`config.mk`:
```
export PLATFORM = sky130hd
export DESIGN_NAME = piso_reader
export DESIGN_NICKNAME = d
export VERILOG_FILES = /design/src/rtl/piso_reader.sv
export SDC_FILE = /design/constraint.sdc
export NUM_CORES = 1
export LEC_CHECK = 0
export CAP_MARGIN = 40
export CORE_MARGIN = 5
export CORE_UTILIZATION = 60
export CTS_CLUSTER_SIZE = 12
export DETAILED_ROUTE_END_ITERATION = 12
export DONT_BUFFER_PORTS = 1
export GPL_TIMING_DRIVEN = 1
export PLACE_DENSITY = 0.76
export SLEW_MARGIN = 5
export SYNTH_ARGS = -nofsm -noshare
export SYNTH_HDL_FRONTEND = slang
export SYNTH_SLANG_ARGS = --single-unit
```
`constraint.sdc`:
```
create_clock -name i_clock -period 1.73 [get_ports i_clock]
set_input_delay 0.173 -clock i_clock [delete_from_list [all_inputs] [get_ports i_clock]]
set_output_delay 0.173 -clock i_clock [all_outputs]
set_load 0.02 [all_outputs]
```
`src/rtl/piso_reader.sv`:
```
// Reads one frame from an external parallel-in/serial-out register: load strobe, then WIDTH shift-clock pulses, MSB first.
// Optional macro PISO_READER_CHANGE_DETECT_EN adds o_changed, flagging frames whose value differs from the previous one.
module piso_reader #(
  parameter int WIDTH        = 8,
  parameter int CLKS_PER_BIT = 4
) (
  input  logic             i_clock,
  input  logic             i_reset_n,
  input  logic             i_start,
  input  logic             i_serial_data,
  output logic             o_load_n,
  output logic             o_sclk,
  output logic [WIDTH-1:0] o_data,
  output logic             o_valid,
  output logic             o_busy
`ifdef PISO_READER_CHANGE_DETECT_EN
  ,
  output logic             o_changed
`endif
);

  localparam int PW = $clog2(CLKS_PER_BIT) + 1;
  localparam int BW = $clog2(WIDTH) + 1;
  localparam logic [PW-1:0] PH_LAST  = PW'(CLKS_PER_BIT - 1);
  localparam logic [BW-1:0] BIT_LAST = BW'(WIDTH - 1);

  typedef enum logic [2:0] {IDLE, LOAD, SHIFT_LO, SHIFT_HI, DONE} state_t;

  state_t            state_q, state_d;
  logic [PW-1:0]     phase_q, phase_d;
  logic [BW-1:0]     bit_q, bit_d;
  logic [WIDTH-1:0]  shift_q, shift_d;
  logic [WIDTH-1:0]  data_q;
  logic              load_n_q, sclk_q, valid_q, busy_q;
  logic              phase_last;

  assign phase_last = (phase_q == PH_LAST);

  always_comb begin
    state_d = state_q;
    phase_d = phase_q;
    bit_d   = bit_q;
    shift_d = shift_q;
    case (state_q)
      IDLE: begin
        if (i_start) begin
          state_d = LOAD;
          phase_d = '0;
        end
      end
      LOAD: begin
        if (phase_last) begin
          state_d = SHIFT_LO;
          phase_d = '0;
          bit_d   = '0;
        end else begin
          phase_d = phase_q + PW'(1);
        end
      end
      SHIFT_LO: begin
        // Sample just before o_sclk rises, while the external bit is settled.
        if (phase_last) begin
          shift_d = {shift_q[WIDTH-2:0], i_serial_data};
          state_d = SHIFT_HI;
          phase_d = '0;
        end else begin
          phase_d = phase_q + PW'(1);
        end
      end
      SHIFT_HI: begin
        if (phase_last) begin
          phase_d = '0;
          if (bit_q == BIT_LAST) begin
            state_d = DONE;
          end else begin
            bit_d   = bit_q + BW'(1);
            state_d = SHIFT_LO;
          end
        end else begin
          phase_d = phase_q + PW'(1);
        end
      end
      DONE:    state_d = IDLE;
      default: state_d = IDLE;
    endcase
  end

  // Strobes are registered from the next state so they align with the state they belong to.
  always_ff @(posedge i_clock) begin
    if (!i_reset_n) begin
      state_q  <= IDLE;
      phase_q  <= '0;
      bit_q    <= '0;
      shift_q  <= '0;
      data_q   <= '0;
      load_n_q <= 1'b1;
      sclk_q   <= 1'b0;
      valid_q  <= 1'b0;
      busy_q   <= 1'b0;
    end else begin
      state_q  <= state_d;
      phase_q  <= phase_d;
      bit_q    <= bit_d;
      shift_q  <= shift_d;
      load_n_q <= (state_d != LOAD);
      sclk_q   <= (state_d == SHIFT_HI);
      busy_q   <= (state_d != IDLE);
      valid_q  <= (state_q == DONE);
      if (state_q == DONE) data_q <= shift_q;
    end
  end

`ifdef PISO_READER_CHANGE_DETECT_EN
  logic changed_q;
  always_ff @(posedge i_clock) begin
    if (!i_reset_n) changed_q <= 1'b0;
    else            changed_q <= (state_q == DONE) && (shift_q != data_q);
  end
  assign o_changed = changed_q;
`endif

  assign o_load_n = load_n_q;
  assign o_sclk   = sclk_q;
  assign o_data   = data_q;
  assign o_valid  = valid_q;
  assign o_busy   = busy_q;

endmodule

```
# == Yosys cells after proc, flatten, opt, wreduce, memory -nomap -nowiden ==
# Index checks and enable logic that the tools add are counted.
# totals
elab_cells,44
out_inout_bits,12
ff_bits,30
# classes
reduce_logical,8
n_mux,13
addsub,2
eq_ne,12
# ops
operator,count
3-bit 2-to-1 mux,7
"3-bit by 2-bit == test with 1-bit output, second input constant",4
4-bit 2-to-1 mux,3
3-bit case mux with 4 select lines,1
"2-bit inequality test, second input constant",4
4-bit case mux with 2 select lines,1
3-bit case mux with 2 select lines,1
"4-bit by 1-bit adder with 4-bit output, second input constant",1
"4-bit by 3-bit == test with 1-bit output, second input constant",1
2-bit AND reduction,2
4-bit AND reduction,1
2-bit nonzero test,2
"3-bit by 1-bit adder with 3-bit output, second input constant",1
"3-bit by 1-bit == test with 1-bit output, second input constant",1
"3-bit == test, second input constant",1
3-bit logical NOT,1
"3-bit by 1-bit inequality test with 1-bit output, second input constant",1
3-bit nonzero test,1
3-bit OR reduction,1

# == Logic depth before layout (Yosys ltp) ==
# Gate-level depths: netlist (run 1).
# logic_depth
word_depth,5
ltp_mapped,5

# == Worst setup path after synthesis (run 1) ==
# OpenSTA, ideal clock, no wires.
# synth_path
path_type,reg-to-reg
start,register phase_q[0]
end,register phase_q[0]
setup_slack_ns,0.331
path_buffers,1
t_arrival_ns,1.329
setup_time_ns,0.071
stages_incl_launch_ff,6
path_cell_list,dfxtp_1 > ha_1 > nor2b_1 > buf_6 > or4_1 > a21oi_1
# synth_via
elab_chain_cells,3
# synth_lines
item,line,source
start: declaration,30,"logic [PW-1:0] phase_q, phase_d;"
start signal: assignment,102,phase_q <= phase_d;
3-bit by 1-bit adder with 3-bit output or 3-bit by 2-bit == test with 1-bit output (tied branches),-,
3-bit 2-to-1 mux (*),"52, 62, 71",
3-bit case mux with 2 select lines (*),44,case (state_q)
# Mark *: on every way between the ends. The rest lies on a longest branch, timed or not.
# A chain may end at the register's enable or synchronous reset.

# == Final worst setup path (run 1) ==
# layout_path
start,register phase_q[0]
end,register shift_q[4]
# layout_via
elab_chain_cells,2
# layout_lines
item,line,source
3-bit by 2-bit == test with 1-bit output,37,assign phase_last = (phase_q == PH_LAST);
2-bit AND reduction (no source line),-,
end signal: assignment,104,shift_q <= shift_d;
end: declaration,32,"logic [WIDTH-1:0] shift_q, shift_d;"
# No other way between the ends.

==> impl_metrics.py, run 1 <==
metrics = {
    "detailed_routing": {
        "route.met2.wl_mm": 1.04,
        "wl_per_cell_um": 14.5,
        "drt_pass1_iterations": 4,
        "detail-route-antenna-nets": 0,
        "drt-total-wl_mm": 2.29,
        "via_per_inst": 5.74,
        "route.met3.wl_um": 163,
        "topRoutingLayerUsed": "met4",
        "vias": 907,
        "wl_met1_mm": 1.08,
        "drtIter0Drc": 28,
        "post-route-drc-count": 0,
    },
    "logic_synthesis": {
        "ys_seq_elements": 30,
        "synth_area_mm2": 0.00123,
        "ys_top_cells_by_area": "dfxtp_1, mux2i_1, nand2_1, nor2_1, ha_1",
        "syn_inst": 126,
        "async_reset_ff_frac": 0,
        "synth.net_count": 132,
        "synth_edf_count": 0,
        "yosysSeqAreaShare": 0.488,
        "synth_largest_area_cell": "dfxtp_1",
        "synth_top_area_frac": 0.488,
        "synth_warnings": 0,
        "synth_area_per_cell_um2": 9.76,
        "ys.flop_type": "dfxtp_1",
        "synth_cell_type_count": 36,
    },
    "final_layout": {
        "fillers": 180,
        "drive_above_1_share": 0.107,
        "diodes": 0,
        "final_cell_mix": "dfxtp_1, mux2i_1, nand2_1, nor2_1, clkbuf_4",
        "multi_input_area_um2": 578,
        "seqCellArea_um2": 601,
        "area_growth_pct": 7.73,
        "fin_nets": 136,
        "final_common_cell": "dfxtp_1",
    },
    "clock_tree": {
        "cts_max_level": 2,
        "clk_pin_slew_worst_paths_ps": 90,
        "clkSinkCount": 30,
        "cts-buffers-inserted": 5,
        "clk_path_buf_depth": 2,
        "postCtsSetupBuffers": 0,
        "clockRootBuffer": "clkbuf_4",
        "clkLatencyLatePin_ps": 330,
        "cts_tree": "done",
    },
    "floorplanning": {
        "coreArea_mm2": 0.00196,
        "core.rowCount": 16,
        "die_h_um": 55.3,
        "dieArea_mm2": 0.00306,
        "io_pins": 16,
        "fp.dieW_um": 55.3,
        "start_util": 0.627,
    },
    "grt": {
        "grt_max_degree": 17,
        "grt_overflow": 0,
        "grt_pass1_wl_mm": 3.91,
        "grtUsageTotal": 0.163,
        "grt_pass1_vias": 843,
        "antenna_found_initial": 0,
    },
    "power": {
        "power.switching_uw": 263,
        "leakagePower_nw": 0.553,
        "internal_power_uw": 911,
        "powerDensity_mw_per_mm2": 887,
        "ir_drop_mv": 0.503,
        "sw_frac_of_total": 0.224,
        "power_frac_seq": 0.606,
        "power_frac_comb": 0.030,
        "clkPwrFrac": 0.365,
    },
    "outcome": {
        "outcome": "finished, final reports clean",
    },
    "setup_path": {
        "crit_fanout": 8,
        "critical_path_class": "reg2reg",
        "arrival_ps": 1760,
        "endpoint_kind": "flip-flop",
        "crit_chain": "ha_1 > nor2b_2 > nand3_2 > mux2i_1",
        "crit_buf_inv": 0,
        "worstPathRequired_ps": 1980,
        "max_stage_delay_ps": 350,
        "critPathSlowestCell": "dfxtp_1",
        "cp_top_family": "simple AND/OR/NAND/NOR gates",
        "cp-start-kind": "flip-flop",
    },
    "timing": {
        "rsz0062_at_grt": "no",
        "worstMarginPinSlew_ps": 510,
        "hold_ws_ps": 10.3,
        "maxSlewHeadroom": 0.659,
        "maxSlewViolCount": 0,
        "tns_ps": 0,
        "setup_violations": 0,
        "max_freq_mhz": 662,
        "skew_ps": 6.79,
        "fin_crit_sh": 0.873,
        "timing_hold_violations_final": 0,
        "min_period_ps": 1510,
        "worst_slack_ps": 219,
    },
    "placement": {
        "pre_cts_slack_ps": 146,
        "io_buffers": 0,
        "place_congestion": 0.705,
        "dpl.hpwl_mm": 1.45,
    },
    "job": {
        "cap_violations": 0,
    },
    "hold_path": {
        "min_path_type": "in2reg",
    },
}
## area by class of cell
class / count / area share
tap: 27 / 0.0255
clock buffer: 7 / 0.0415
sequential: 30 / 0.453
inverter: 2 / 0.00567
multi-input combinational: 86 / 0.436
clock inverter: 1 / 0.00378
timing repair buffer: 5 / 0.0340
## metal layers
metal  global-route usage  vias to the layer above
met5                    0                        -
met4               0.0521                        0
met3               0.0769                        2
met2                0.250                       20
met1                0.200                      433
li1                     -                      452
## final timing paths
check | start | end | slack, ps | depth (start not counted)
setup reg to reg | phase_q[0] | shift_q[4] | 220 | 4
setup / recovery | phase_q[0] | shift_q[4] | 220 | 4
hold reg to reg | shift_q[7] | shift_q[7] | 480 | 2
hold / removal | i_reset_n | shift_q[6] | 10 | 2
## per-stage QoR
| stage | util | instance area, um^2 | power [mW] | std cells |
|---|---|---|---|---|
| 2_1_floorplan | - | 1230 | 0.756 | 126 |
| 3_3_place_gp | 0.628 | 1230 | 0.754 | 147 |
| 3_5_place_dp | 0.628 | 1230 | 0.755 | 147 |
| 4_1_cts | 0.674 | 1320 | 1.18 | 158 |
| 5_1_grt | 0.675 | 1330 | 1.23 | 158 |
| 6_report | 0.675 | 1330 | 1.17 | 158 |
## sequential cells by signal, summed over array words and instances (netlist names), 3 cells and up
name and flops:
state_q 3, o_data 8, phase_q 3, bit_q 4, shift_q 8
## synthesized netlist by cell type, types with 3 or more instances
master    count
a211oi_1      3
a21oi_1       4
buf_2         4
dfxtp_1      30
mux2i_1      18
nand2_1      15
nand3_1       3
nor2_1       11
nor2b_1       3
o21ai_0       3
## what timing repair did
item | 4_1_cts | 5_1_grt
gates resized for setup | 0 | 1
endpoints found under the setup margin | 0 | 7
endpoints found under the hold margin | 6 | 0
hold buffers | 3 | 0
## power groups by stage
stage	Combinational [mW]	Clock [mW]	Sequential, mW
floorplan	0.0340	0	0.722
global placement	0.0269	0	0.727
detailed placement	0.0272	0	0.727
CTS	0.0350	0.433	0.711
global route	0.0401	0.478	0.713
finish	0.0350	0.428	0.712
## kinds of logic after synthesis
logic type      synth area share
xor+xnor                 0.00712
simple gates               0.215
buf+inv                   0.0437
mux                        0.146
fa+ha+maj                 0.0203
compound gates            0.0794
flops                      0.488
## worst reg2reg max path, delay by kind of cell (launching register included)
family	cells	cell delay (ps)
DFF	1	350
muxes	1	270
adders and majority gates	1	190
and+or+nand+nor	2	630
No activity file was read; power rests on OpenSTA's default activity.
==> run 2, diff against run 1 <==
Settings changed: ABC_AREA set to 1, HOLD_SLACK_MARGIN set to 0.06, SETUP_SLACK_MARGIN set to 0.4.
==> run 2 against run 1 <==
Net effect:
- the flow now finishes with violations (negative hold slack)
- core utilization grew 5.3 points
- sequential share of layout area shrank 2.8 points
- synthesized area shrank 0.92%
- via count grew 15%
- non-clock buffer count is the same
- combinational power grew 41%
- clock-buffer cell count shrank 1
- routed wire length grew 15%
- fmax grew 18%
- clock power grew 72%
- hold slack lost 99 ps
- critical path type unchanged
- highest routed layer unchanged
==> impl_metrics.py, run 2 <==
metrics = {
    "outcome": {
        "outcome": "finished with violations",
        "violations": "negative hold slack",
    },
    "timing": {
        "setup_violations": 0,
        "min_period_ps": 1280,
        "timing_hold_violations_final": 19,
        "worst_slack_ps": 450,
        "worstMarginPinSlew_ps": 272,
        "max_freq_mhz": 781,
        "maxSlewHeadroom": 0.818,
        "hold_ws_ps": -88.4,
        "tns_ps": 0,
        "maxSlewViolCount": 0,
        "skew_ps": 5.15,
        "rsz0062_at_grt": "no",
        "fin_crit_sh": 0.740,
    },
    "final_layout": {
        "drive_above_1_share": 0.165,
        "diodes": 0,
        "final_cells": 197,
        "final_util": 0.728,
        "area_growth_pct": 16.0,
        "final_common_cell": "nor2_1",
        "fin_nets": 175,
        "fillers": 170,
        "final_cell_mix": "nor2_1, dfxtp_1, nand2_1, o21ai_0, inv_1",
    },
    "detailed_routing": {
        "drt_pass1_iterations": 4,
        "detail-route-antenna-nets": 0,
        "vias": 1042,
        "drt-total-wl_mm": 2.62,
        "via_per_inst": 5.29,
        "wl_per_cell_um": 13.3,
        "post-route-drc-count": 0,
        "drtIter0Drc": 20,
    },
    "grt": {
        "grt_max_degree": 22,
        "antenna_found_initial": 0,
        "grt_pass1_wl_mm": 4.20,
        "grt_overflow": 0,
        "grtUsageTotal": 0.209,
        "grt_pass1_vias": 988,
    },
    "logic_synthesis": {
        "ys_top_cells_by_area": "dfxtp_1, nor2_1, o21ai_0, nand2_1, inv_1",
        "synth.net_count": 165,
        "synth_area_per_cell_um2": 7.66,
        "synth_largest_area_cell": "dfxtp_1",
        "ys_seq_elements": 30,
        "synth_top_area_frac": 0.493,
        "yosysMostFrequentCell": "nor2_1",
        "synth_area_mm2": 0.00122,
        "syn_inst": 159,
        "synth_common_cells": "nor2_1, dfxtp_1, nand2_1, o21ai_0, inv_1",
        "ys.flop_type": "dfxtp_1",
        "synth_warnings": 0,
        "synth_cell_type_count": 26,
        "async_reset_ff_frac": 0,
        "yosysSeqAreaShare": 0.493,
        "synth_edf_count": 0,
    },
    "setup_path": {
        "crit_top_cell": "nor2_1",
        "worstPathRequired_ps": 1960,
        "cp_top_family": "flip-flops",
        "arrival_ps": 1510,
        "critPathSlowestCell": "dfxtp_1",
        "r2r-start": "phase_q[0]",
        "crit_fanout": 4,
        "r2r_cells": 6,
        "endpoint_kind": "flip-flop",
        "max_stage_delay_ps": 370,
        "cp-start-kind": "flip-flop",
        "crit_buf_inv": 1,
        "r2r-end": "state_q[0]",
        "rrSetupSlack_ps": 450,
        "critical_path_class": "reg2reg",
        "crit_chain": "ha_2 > inv_1 > nor2_1 > o21ai_0 > o21ai_1 > nor2_1",
    },
    "hold_path": {
        "hp-start": "i_reset_n",
        "min_path_type": "in2reg",
        "whs_endpoint": "o_load_n",
        "holdPathStages": 1,
    },
    "clock_tree": {
        "cts-buffers-inserted": 5,
        "clockRootBuffer": "clkbuf_4",
        "cts_tree": "done",
        "hold_buffers": 2,
        "clkLatencyLatePin_ps": 330,
        "cts_max_level": 2,
        "clkSinkCount": 30,
        "clk_path_buf_depth": 2,
        "clk_pin_slew_worst_paths_ps": 100,
    },
    "placement": {
        "dpl.hpwl_mm": 1.76,
        "place_congestion": 0.812,
        "io_buffers": 0,
        "pre_cts_slack_ps": 331,
        "dp.cells": 184,
    },
    "job": {
        "cap_violations": 0,
    },
    "power": {
        "powerDensity_mw_per_mm2": 1060,
        "leakagePower_nw": 0.647,
        "ir_drop_mv": 0.986,
    },
    "floorplanning": {
        "dieArea_mm2": 0.00303,
        "start_util": 0.628,
        "coreArea_mm2": 0.00194,
        "io_pins": 16,
        "core.rowCount": 16,
        "die_h_um": 55.1,
        "fp.dieW_um": 55.1,
    },
}
-- run 2: cell count changes after synthesis, sizes merged, moves of 2 or more --
| cell | before | now |
|---|---|---|
| a211oi | 3 | 0 |
| o21ai | 3 | 20 |
| and2 | 2 | 0 |
| nand2 | 15 | 23 |
| mux2i | 18 | 0 |
| a21oi | 4 | 6 |
| nor3b | 2 | 0 |
| and3 | 2 | 0 |
| nor2b | 3 | 0 |
| buf | 7 | 1 |
| nor2 | 11 | 50 |
| inv | 2 | 14 |
-- run 2: area by class of cell --
cell class / instances / area, um^2 / area share
Tap cell: 27 / 33.8 / 0.0239
Multi-Input combinational cell: 112 / 568 / 0.402
Sequential cell: 30 / 602 / 0.426
Clock inverter: 2 / 60.1 / 0.0425
Clock buffer: 6 / 51.3 / 0.0363
Inverter: 15 / 56.3 / 0.0398
Timing Repair Buffer: 5 / 42.5 / 0.0301
-- run 2: layer usage --
metal | vias up | global-route usage | share of wire
met5 | - | 0 | 0
met4 | 0 | 0.138 | 0.030
met3 | 8 | 0.0992 | 0.049
met2 | 21 | 0.352 | 0.53
met1 | 487 | 0.201 | 0.39
li1 | 526 | - | -
-- run 2: repair_timing --
action / 4_1_cts / 5_1_grt
endpoints found under the hold margin: 21 / 19
gates cloned: 0 / 0
setup endpoints to repair: 10 / 10
gates resized for setup: 1 / 5
pin swaps: 1 / 2
setup buffers: 3 / 0
-- run 2: worst max path at each step --
| stage | start | to | slack [ps] | cells after the start |
|---|---|---|---|---|
| floorplan | phase_q[0] | shift_q[7] | 490 | 6 |
| global placement | phase_q[0] | shift_q[5] | 390 | 6 |
| detailed placement | phase_q[0] | shift_q[1] | 330 | 6 |
| CTS | bit_q[0] | bit_q[1] | 400 | 8 |
| global route | phase_q[0] | shift_q[2] | 390 | 6 |
| finish | phase_q[0] | state_q[0] | 450 | 6 |
-- run 2: kinds of logic after synthesis --
logic type | share of synthesized area
simple gates | 0.306
flops | 0.493
compound gates | 0.127
buf+inv | 0.0534
fa+ha+maj | 0.0205
-- run 2: where the power goes --
group,switching [mW],leakage (nW),internal (mW)
Clock,0.247,0.0585,0.489
Combinational,0.0313,0.345,0.0180
Sequential,0.0121,0.243,0.699
-- run 2: stage by stage --
step / instance area [um^2] / power, mW
2_1_floorplan: 1220 / 0.768
5_1_grt: 1410 / 1.56
3_5_place_dp: 1240 / 0.772
4_1_cts: 1400 / 1.51
3_3_place_gp: 1240 / 0.769
6_report: 1410 / 1.50
